## src/rtl/rvfpm_xif_issuer.sv

```systemverilog
// rvfpm_xif_issuer: buffers core FP requests, issues them to the FPU in ID order, and tracks
// outstanding IDs so that results or timeouts retire to the core with status.
module rvfpm_xif_issuer #(
    parameter int X_ID_WIDTH      = 4,
    parameter int FIFO_DEPTH      = 4,
    parameter int MAX_OUTSTANDING = 8,
    parameter int TIMEOUT_CYCLES  = 64
) (
    input  logic                  ck,
    input  logic                  rst,
    input  logic                  flush,
    input  logic                  req_valid,
    output logic                  req_ready,
    input  logic [31:0]           req_instr,
    input  logic [31:0]           req_xreg,
    input  logic [31:0]           req_mem,
    input  logic                  fpu_full,
    output logic                  fpu_enable,
    output logic [31:0]           fpu_instruction,
    output logic [X_ID_WIDTH-1:0] fpu_id,
    output logic [31:0]           fpu_data_fromXreg,
    output logic [31:0]           fpu_data_fromMem,
    input  logic                  fpu_res_valid,
    input  logic [X_ID_WIDTH-1:0] fpu_res_id,
    input  logic [31:0]           fpu_res_data,
    input  logic                  fpu_res_to_mem,
    output logic                  ret_valid,
    output logic [X_ID_WIDTH-1:0] ret_id,
    output logic [31:0]           ret_data,
    output logic                  ret_to_mem,
    output logic                  ret_error,
    output logic [X_ID_WIDTH:0]   outstanding,
    output logic                  busy
);
    localparam int SB = 1 << X_ID_WIDTH;
    localparam int PW = $clog2(FIFO_DEPTH);
    localparam int AW = $clog2(TIMEOUT_CYCLES + 1);
    localparam logic [PW:0] FULL = (PW+1)'(FIFO_DEPTH);
    localparam logic [X_ID_WIDTH:0] CAP = (X_ID_WIDTH+1)'(MAX_OUTSTANDING);
    localparam logic [AW-1:0] TMO = AW'(TIMEOUT_CYCLES);

    logic [95:0]           fifo_q [FIFO_DEPTH];
    logic [95:0]           fifo_d [FIFO_DEPTH];
    logic [PW-1:0]         rd_q, rd_d, wr_q, wr_d;
    logic [PW:0]           cnt_q, cnt_d;
    logic [X_ID_WIDTH-1:0] nid_q, nid_d;
    logic [SB-1:0]         sbv_q, sbv_d;
    logic [AW-1:0]         age_q [SB];
    logic [AW-1:0]         age_d [SB];
    logic [X_ID_WIDTH:0]   out_q, out_d;
    logic                  en_q, en_d;
    logic [95:0]           pay_q, pay_d;
    logic [X_ID_WIDTH-1:0] id_q, id_d;
    logic                  rv_q, rv_d;
    logic [X_ID_WIDTH-1:0] rid_q, rid_d;
    logic [31:0]           rdat_q, rdat_d;
    logic                  rmem_q, rmem_d, rerr_q, rerr_d;
    logic                  empty, push, issue, byp, hit, ok, to_hit, clr;
    logic [X_ID_WIDTH-1:0] to_idx, clr_idx;
    logic [95:0]           head;

    assign empty             = cnt_q == '0;
    assign req_ready         = cnt_q != FULL;
    assign busy              = !empty || out_q != '0;
    assign fpu_enable        = en_q;
    assign {fpu_instruction, fpu_data_fromXreg, fpu_data_fromMem} = pay_q;
    assign fpu_id            = id_q;
    assign ret_valid         = rv_q;
    assign ret_id            = rid_q;
    assign ret_data          = rdat_q;
    assign ret_to_mem        = rmem_q;
    assign ret_error         = rerr_q;
    assign outstanding       = out_q;

    always_comb begin
        fifo_d = fifo_q;
        rd_d   = rd_q;
        wr_d   = wr_q;
        nid_d  = nid_q;
        sbv_d  = sbv_q;
        pay_d  = pay_q;
        id_d   = id_q;
        rid_d  = rid_q;
        rdat_d = rdat_q;
        rmem_d = rmem_q;
        rerr_d = rerr_q;
        to_hit = 1'b0;
        to_idx = '0;
        // descending scan so the lowest timed-out index wins
        for (int i = SB - 1; i >= 0; i--) begin
            age_d[i] = (sbv_q[i] && age_q[i] != TMO) ? age_q[i] + AW'(1) : age_q[i];
            if (sbv_q[i] && age_q[i] == TMO) begin
                to_hit = 1'b1;
                to_idx = X_ID_WIDTH'(i);
            end
        end
        push    = req_valid && req_ready && !flush;
        head    = empty ? {req_instr, req_xreg, req_mem} : fifo_q[rd_q];
        issue   = (!empty || push) && !fpu_full && out_q < CAP && !sbv_q[nid_q] && !flush;
        byp     = issue && empty;
        hit     = sbv_q[fpu_res_id];
        ok      = fpu_res_valid && hit;
        rv_d    = !flush && (fpu_res_valid || to_hit);
        clr     = rv_d && (ok || !fpu_res_valid);
        clr_idx = fpu_res_valid ? fpu_res_id : to_idx;
        en_d    = issue;
        if (push && !byp) begin
            fifo_d[wr_q] = {req_instr, req_xreg, req_mem};
            wr_d         = wr_q + PW'(1);
        end
        if (issue) begin
            pay_d        = head;
            id_d         = nid_q;
            nid_d        = nid_q + X_ID_WIDTH'(1);
            sbv_d[nid_q] = 1'b1;
            age_d[nid_q] = '0;
            rd_d         = byp ? rd_q : rd_q + PW'(1);
        end
        cnt_d = cnt_q + (PW+1)'(push && !byp) - (PW+1)'(issue && !byp);
        if (rv_d) begin
            rid_d  = clr_idx;
            rdat_d = ok ? fpu_res_data : '0;
            rmem_d = ok && fpu_res_to_mem;
            rerr_d = !ok;
        end
        if (clr) sbv_d[clr_idx] = 1'b0;
        out_d = out_q + (X_ID_WIDTH+1)'(issue) - (X_ID_WIDTH+1)'(clr);
        if (flush) begin
            rd_d  = '0;
            wr_d  = '0;
            cnt_d = '0;
            sbv_d = '0;
            out_d = '0;
        end
    end

    always_ff @(posedge ck or posedge rst) begin
        if (rst) begin
            for (int i = 0; i < FIFO_DEPTH; i++) fifo_q[i] <= '0;
            for (int i = 0; i < SB; i++) age_q[i] <= '0;
            rd_q   <= '0;
            wr_q   <= '0;
            cnt_q  <= '0;
            nid_q  <= '0;
            sbv_q  <= '0;
            out_q  <= '0;
            en_q   <= 1'b0;
            pay_q  <= '0;
            id_q   <= '0;
            rv_q   <= 1'b0;
            rid_q  <= '0;
            rdat_q <= '0;
            rmem_q <= 1'b0;
            rerr_q <= 1'b0;
        end else begin
            fifo_q <= fifo_d;
            age_q  <= age_d;
            rd_q   <= rd_d;
            wr_q   <= wr_d;
            cnt_q  <= cnt_d;
            nid_q  <= nid_d;
            sbv_q  <= sbv_d;
            out_q  <= out_d;
            en_q   <= en_d;
            pay_q  <= pay_d;
            id_q   <= id_d;
            rv_q   <= rv_d;
            rid_q  <= rid_d;
            rdat_q <= rdat_d;
            rmem_q <= rmem_d;
            rerr_q <= rerr_d;
        end
    end
endmodule

```

## config.mk

```make
export PLATFORM = sky130hd
export DESIGN_NAME = rvfpm_xif_issuer
export DESIGN_NICKNAME = d
export VERILOG_FILES = /design/src/rtl/rvfpm_xif_issuer.sv
export SDC_FILE = /design/constraint.sdc
export NUM_CORES = 1
export LEC_CHECK = 0
export CAP_MARGIN = 10
export CORE_MARGIN = 1
export CORE_UTILIZATION = 52
export DETAILED_ROUTE_END_ITERATION = 10
export GPL_TIMING_DRIVEN = 0
export PLACE_DENSITY = 0.76
export SLEW_MARGIN = 20
export SYNTH_ARGS = -nofsm -noshare
export SYNTH_HDL_FRONTEND = slang
export SYNTH_SLANG_ARGS = --single-unit
```

## constraint.sdc

```tcl
create_clock -name ck -period 23.3 [get_ports ck]
set_input_delay 4.66 -clock ck [delete_from_list [all_inputs] [get_ports ck]]
set_output_delay 4.66 -clock ck [all_outputs]
set_load 0.01 [all_outputs]
```

==> impl_summary.log <==
INFO  metric clk_root_buffer_cell = sky130_fd_sc_hd__clkbuf_16
INFO  metric cts_buffers = a little over 70
INFO  metric maxCapViolations = 0
INFO  metric io_pins = 286
INFO  metric clock_power_share = 24.2%
INFO  metric pwr_density_cell = roughly 130 mW/mm²
INFO  metric worstHoldEndpoint = fifo_q[305]
INFO  metric fin_skew = 0.0266 ns
INFO  metric layout-drive-gt1-share = 24.5%
INFO  metric post-cts-setup-buffers = 0
INFO  metric worst-endpoint-required = ~19 ns
INFO  metric synth_seq_cells = about 670
INFO  metric first_global_vias = 22,200
INFO  metric syn-num-nets = 2,624
INFO  metric final_hpwl_from_detailed_placement = approximately 52,000 µm
INFO  metric drv_slew = 0
INFO  metric grt_start_max_net_pins = 39
INFO  metric clock_tree_from_tritoncts = built
INFO  metric worstHoldPathCells = 1
INFO  metric worst_setup_path_class = register to output port
INFO  metric cts_max_path_buffers = 3
INFO  metric post_synth_edffs = 0
INFO  metric post_layout_util = 64.4%
INFO  metric synth_warnings = 0
INFO  metric post_cts_resize_count = 0
INFO  metric cp.arrival = between 3 and 4 ns
INFO  metric worstReg2RegStart = nid_q[0]
INFO  metric first_iter_violations = 1,138
INFO  metric postSynth.topFlopCell = sky130_fd_sc_hd__dfrtp_1
INFO  metric period_share = 33.8%
INFO  metric period_minus_slack = between 7 and 8 ns
INFO  metric wl_per_cell = about 21 µm
INFO  metric final_number_of_setup_violating_endpoints = 0
INFO  metric run_status = complete, no violations
INFO  metric ir_drop = 0.0919 mV
INFO  metric core.rowCount = a little under 90
INFO  metric rsz0062_at_grt = false
INFO  metric worstHoldStart = fifo_q[305]
INFO  metric worst_setup_path_start_kind = register
INFO  metric clkSlewWorstSetupHoldPaths = approximately 0.05 ns
INFO  metric slew-limit-headroom = 34.2%
INFO  metric grt_first_pass_wirelength = approximately 120,000 µm
INFO  metric cts_sinks = 668
INFO  metric internal_power = 3.25 mW
INFO  metric timing.critical_path.slowest_cell_delay = around 0.7 ns
INFO  metric ys_seq_area_share = around 55%
INFO  metric reg2regPathDepth = 19
INFO  metric floorplan.die_area = around 0.060 mm²
INFO  metric rr_endpoint = outstanding[4]
INFO  metric final_wirelength = ~75,000 µm
INFO  metric nets = 3,005
INFO  metric power.switching_fraction = between 30% and 40%
INFO  metric placement.setup.worst_slack = approximately 15 ns
INFO  metric cts-htree-levels = 3
INFO  metric overflow = 0
INFO  metric timing.hold.ws = between 0.4 and 0.5 ns
INFO  metric detail-route-antenna-nets = 0
INFO  metric port-buffer-count = 283
INFO  metric yosys_top_cell_by_area = sky130_fd_sc_hd__dfrtp_1
INFO  metric first_pass_iters = 5
INFO  metric comb_power_share = 34.1%
INFO  metric synth-async-reset-ratio = between 90% and 100%
INFO  metric worstMarginPinSlew = 0.986 ns
INFO  metric synth.top_cell.area_share = a little over half
INFO  metric dieWidth = 244 µm
INFO  metric timing.critical_path.to_type = output port
INFO  metric synthTopCellsByArea = sky130_fd_sc_hd__dfrtp_1 (55%), sky130_fd_sc_hd__mux2_2 (14%), sky130_fd_sc_hd__mux4_2 (7.6%)
INFO  metric setup_tns = 0 ns
INFO  metric synthesis.area = just over 0.03 mm²
INFO  metric fp.dieH = between 200 and 250 µm
INFO  metric total_switching_power = between 1.5 and 2 mW
INFO  metric timing.critical_path.slowest_stage_cell = sky130_fd_sc_hd__clkbuf_1
INFO  metric worst_skew_pair.late_latency = 0.61 ns
INFO  metric synthesized_instance_count = about 2,400
INFO  metric fill_cells = approximately 4,300
INFO  metric sequentialPowerShare = 41.7%
INFO  metric grt_util_all_layers = between 20% and 30%
INFO  metric detail_route.vias_per_cell = between 5 and 6
INFO  metric power.static_leakage = between 15 and 20 nW
INFO  metric avgSynthCellArea = between 10 and 15 µm²
INFO  metric dpl.cell_count = about 3,500
INFO  metric finalNonFillerCells = 3,632
INFO  metric fmax = 127 MHz
INFO  metric post_cts_hold_buffer_count = 0
INFO  metric final_hold_viol_count = 0
INFO  metric detailroute.via_count = 20,800
INFO  metric setup_ws = ~15 ns
INFO  metric initial_utilization = between 50 and 60%
INFO  metric drc_errors = 0
INFO  metric crit_top_cell = sky130_fd_sc_hd__clkbuf_1
INFO  metric globalplace.congestion = between 0.8 and 0.9
INFO  metric antenna_found_initial = 9
INFO  metric class_of_the_tightest_hold_or_removal_check = register to register
INFO  metric area_delta_synth_final = 22.1%
INFO  metric critical_path_peak_fanout = 10
INFO  metric r2r_setup_slack = roughly 18 ns
INFO  metric floorplan.core_area = 0.0578 mm²
INFO  metric path_cells = nor3_1, clkbuf_1, clkbuf_1, nand4_1, clkdlybuf4s50_1
INFO  metric synth.lib_cells_used.distinct = between 50 and 60
cell usage in the layout, fill, tap and decap left out, types with 5 or more instances in the layout:
cell                              count
sky130_fd_sc_hd__a211oi_1            14
sky130_fd_sc_hd__a21oi_1             25
sky130_fd_sc_hd__a22o_1              34
sky130_fd_sc_hd__a31oi_1             98
sky130_fd_sc_hd__and2_1               7
sky130_fd_sc_hd__and3_1              17
sky130_fd_sc_hd__buf_1               11
sky130_fd_sc_hd__buf_12              16
sky130_fd_sc_hd__buf_16               8
sky130_fd_sc_hd__buf_2               53
sky130_fd_sc_hd__buf_4               33
sky130_fd_sc_hd__bufinv_16            7
sky130_fd_sc_hd__clkbuf_1            74
sky130_fd_sc_hd__clkbuf_16           74
sky130_fd_sc_hd__clkbuf_8            14
sky130_fd_sc_hd__clkdlybuf4s50_1    283
sky130_fd_sc_hd__clkinv_2             5
sky130_fd_sc_hd__dfrtp_1            668
sky130_fd_sc_hd__ha_1                49
sky130_fd_sc_hd__inv_1               52
sky130_fd_sc_hd__mux2_1              20
sky130_fd_sc_hd__mux2_2             370
sky130_fd_sc_hd__mux4_2             103
sky130_fd_sc_hd__nand2_1            274
sky130_fd_sc_hd__nand3_1             42
sky130_fd_sc_hd__nand3b_1             9
sky130_fd_sc_hd__nand4_1             41
sky130_fd_sc_hd__nand4b_1             8
sky130_fd_sc_hd__nor2_1             261
sky130_fd_sc_hd__nor2b_1             13
sky130_fd_sc_hd__nor4b_1             11
sky130_fd_sc_hd__o21ai_0              9
sky130_fd_sc_hd__xnor2_1             54
sky130_fd_sc_hd__xor2_1              51
metrics by stage:
stage | total power [mW] | instance area, µm²
2_1_floorplan | 3.03 | 30500
3_3_place_gp | 3.54 | 34300
3_5_place_dp | 3.65 | 34800
4_1_cts | 4.83 | 37200
5_1_grt | 5.08 | 37200
6_report | 4.80 | 37200
per-layer routing:
layer	vias to the layer above	GRT usage, %	routed length [µm]
li1	9349	-	-
met4	10	9.28	2090
met5	-	0	69
met1	10800	32.2	30300
met3	130	5.81	4570
met2	539	43.3	37900
cells in the mapped netlist (3+ instances only):
cell                       count
sky130_fd_sc_hd__o21ai_0       9
sky130_fd_sc_hd__mux2_2      370
sky130_fd_sc_hd__nor2b_1      13
sky130_fd_sc_hd__and4b_1       4
sky130_fd_sc_hd__buf_2        53
sky130_fd_sc_hd__clkbuf_1     58
sky130_fd_sc_hd__nand2_1     274
sky130_fd_sc_hd__nor2_1      261
sky130_fd_sc_hd__a211oi_1     14
sky130_fd_sc_hd__nand4_1      41
sky130_fd_sc_hd__a21oi_1      25
sky130_fd_sc_hd__mux4_2      103
sky130_fd_sc_hd__dfrtp_1     668
sky130_fd_sc_hd__nand2b_1      3
sky130_fd_sc_hd__a211oi_2      4
sky130_fd_sc_hd__a21o_1        3
sky130_fd_sc_hd__nand3b_1      9
sky130_fd_sc_hd__nor4b_1      11
sky130_fd_sc_hd__a31oi_1      98
sky130_fd_sc_hd__a21boi_0      3
sky130_fd_sc_hd__buf_4        33
sky130_fd_sc_hd__and3_1       17
sky130_fd_sc_hd__and2_1        7
sky130_fd_sc_hd__inv_1        53
sky130_fd_sc_hd__a22o_1       34
sky130_fd_sc_hd__ha_1         49
sky130_fd_sc_hd__mux2_1       20
sky130_fd_sc_hd__buf_1        11
sky130_fd_sc_hd__nand3_2       4
sky130_fd_sc_hd__nand4b_1      8
sky130_fd_sc_hd__xnor2_1      54
sky130_fd_sc_hd__nand3_1      42
sky130_fd_sc_hd__a221oi_1      3
sky130_fd_sc_hd__xor2_1       51
critical path: cells and delay by family, from the launching register on:
kind / cells / cell delay, ns
buffers and inverters: 3 / 1.76
flip-flops: 1 / 0.43
AND/OR/NAND/NOR: 2 / 0.44
worst max path at each step:
stage	startpoint	endpoint	cells after the start
5_1_grt	fpu_full	outstanding[4]	17
4_1_cts	cnt_q[2]	busy	5
6_report	cnt_q[2]	busy	5
3_5_place_dp	fpu_full	outstanding[4]	17
3_3_place_gp	rst	pay_q[82]	2
2_1_floorplan	rst	age_q[0]	1
sequential cells by signal, indices dropped and copies added (netlist names), 3 cells and up:
signal / flops
sbv_q: 16
nid_q: 4
ret_data: 32
fifo_q: 384
fpu_id: 4
ret_id: 4
cnt_q: 3
age_q: 112
pay_q: 96
outstanding: 5
layout make-up:
class	instances	area [µm²]	area share [%]
diodes	4	10.0	0.0269
plain buffers	155	772	2.07
clock buffers	104	2100	5.65
clock inverters	18	293	0.786
inverters	53	203	0.544
multi-input cells	1558	12800	34.4
flip-flops and latches	668	16700	44.9
well taps	765	957	2.57
repair buffers	307	3370	9.06
power by group through the flow:
stage | Clock, mW | Combinational (mW) | Sequential (mW)
6_report | 1.16 | 1.64 | 2.00
5_1_grt | 1.23 | 1.79 | 2.06
4_1_cts | 1.18 | 1.66 | 1.99
3_5_place_dp | 0 | 1.64 | 2.01
3_3_place_gp | 0 | 1.57 | 1.97
2_1_floorplan | 0 | 1.07 | 1.96
cell families after synthesis:
group	after synthesis	synth area share (%)
flops	668	54.8
xor+xnor	105	3.02
simple gates	708	10.3
buf+inv	208	3.18
compound gates	199	4.46
fa+ha+maj	51	2.14
mux	495	22.1
Note: power is estimated with default switching activity, not from simulation.
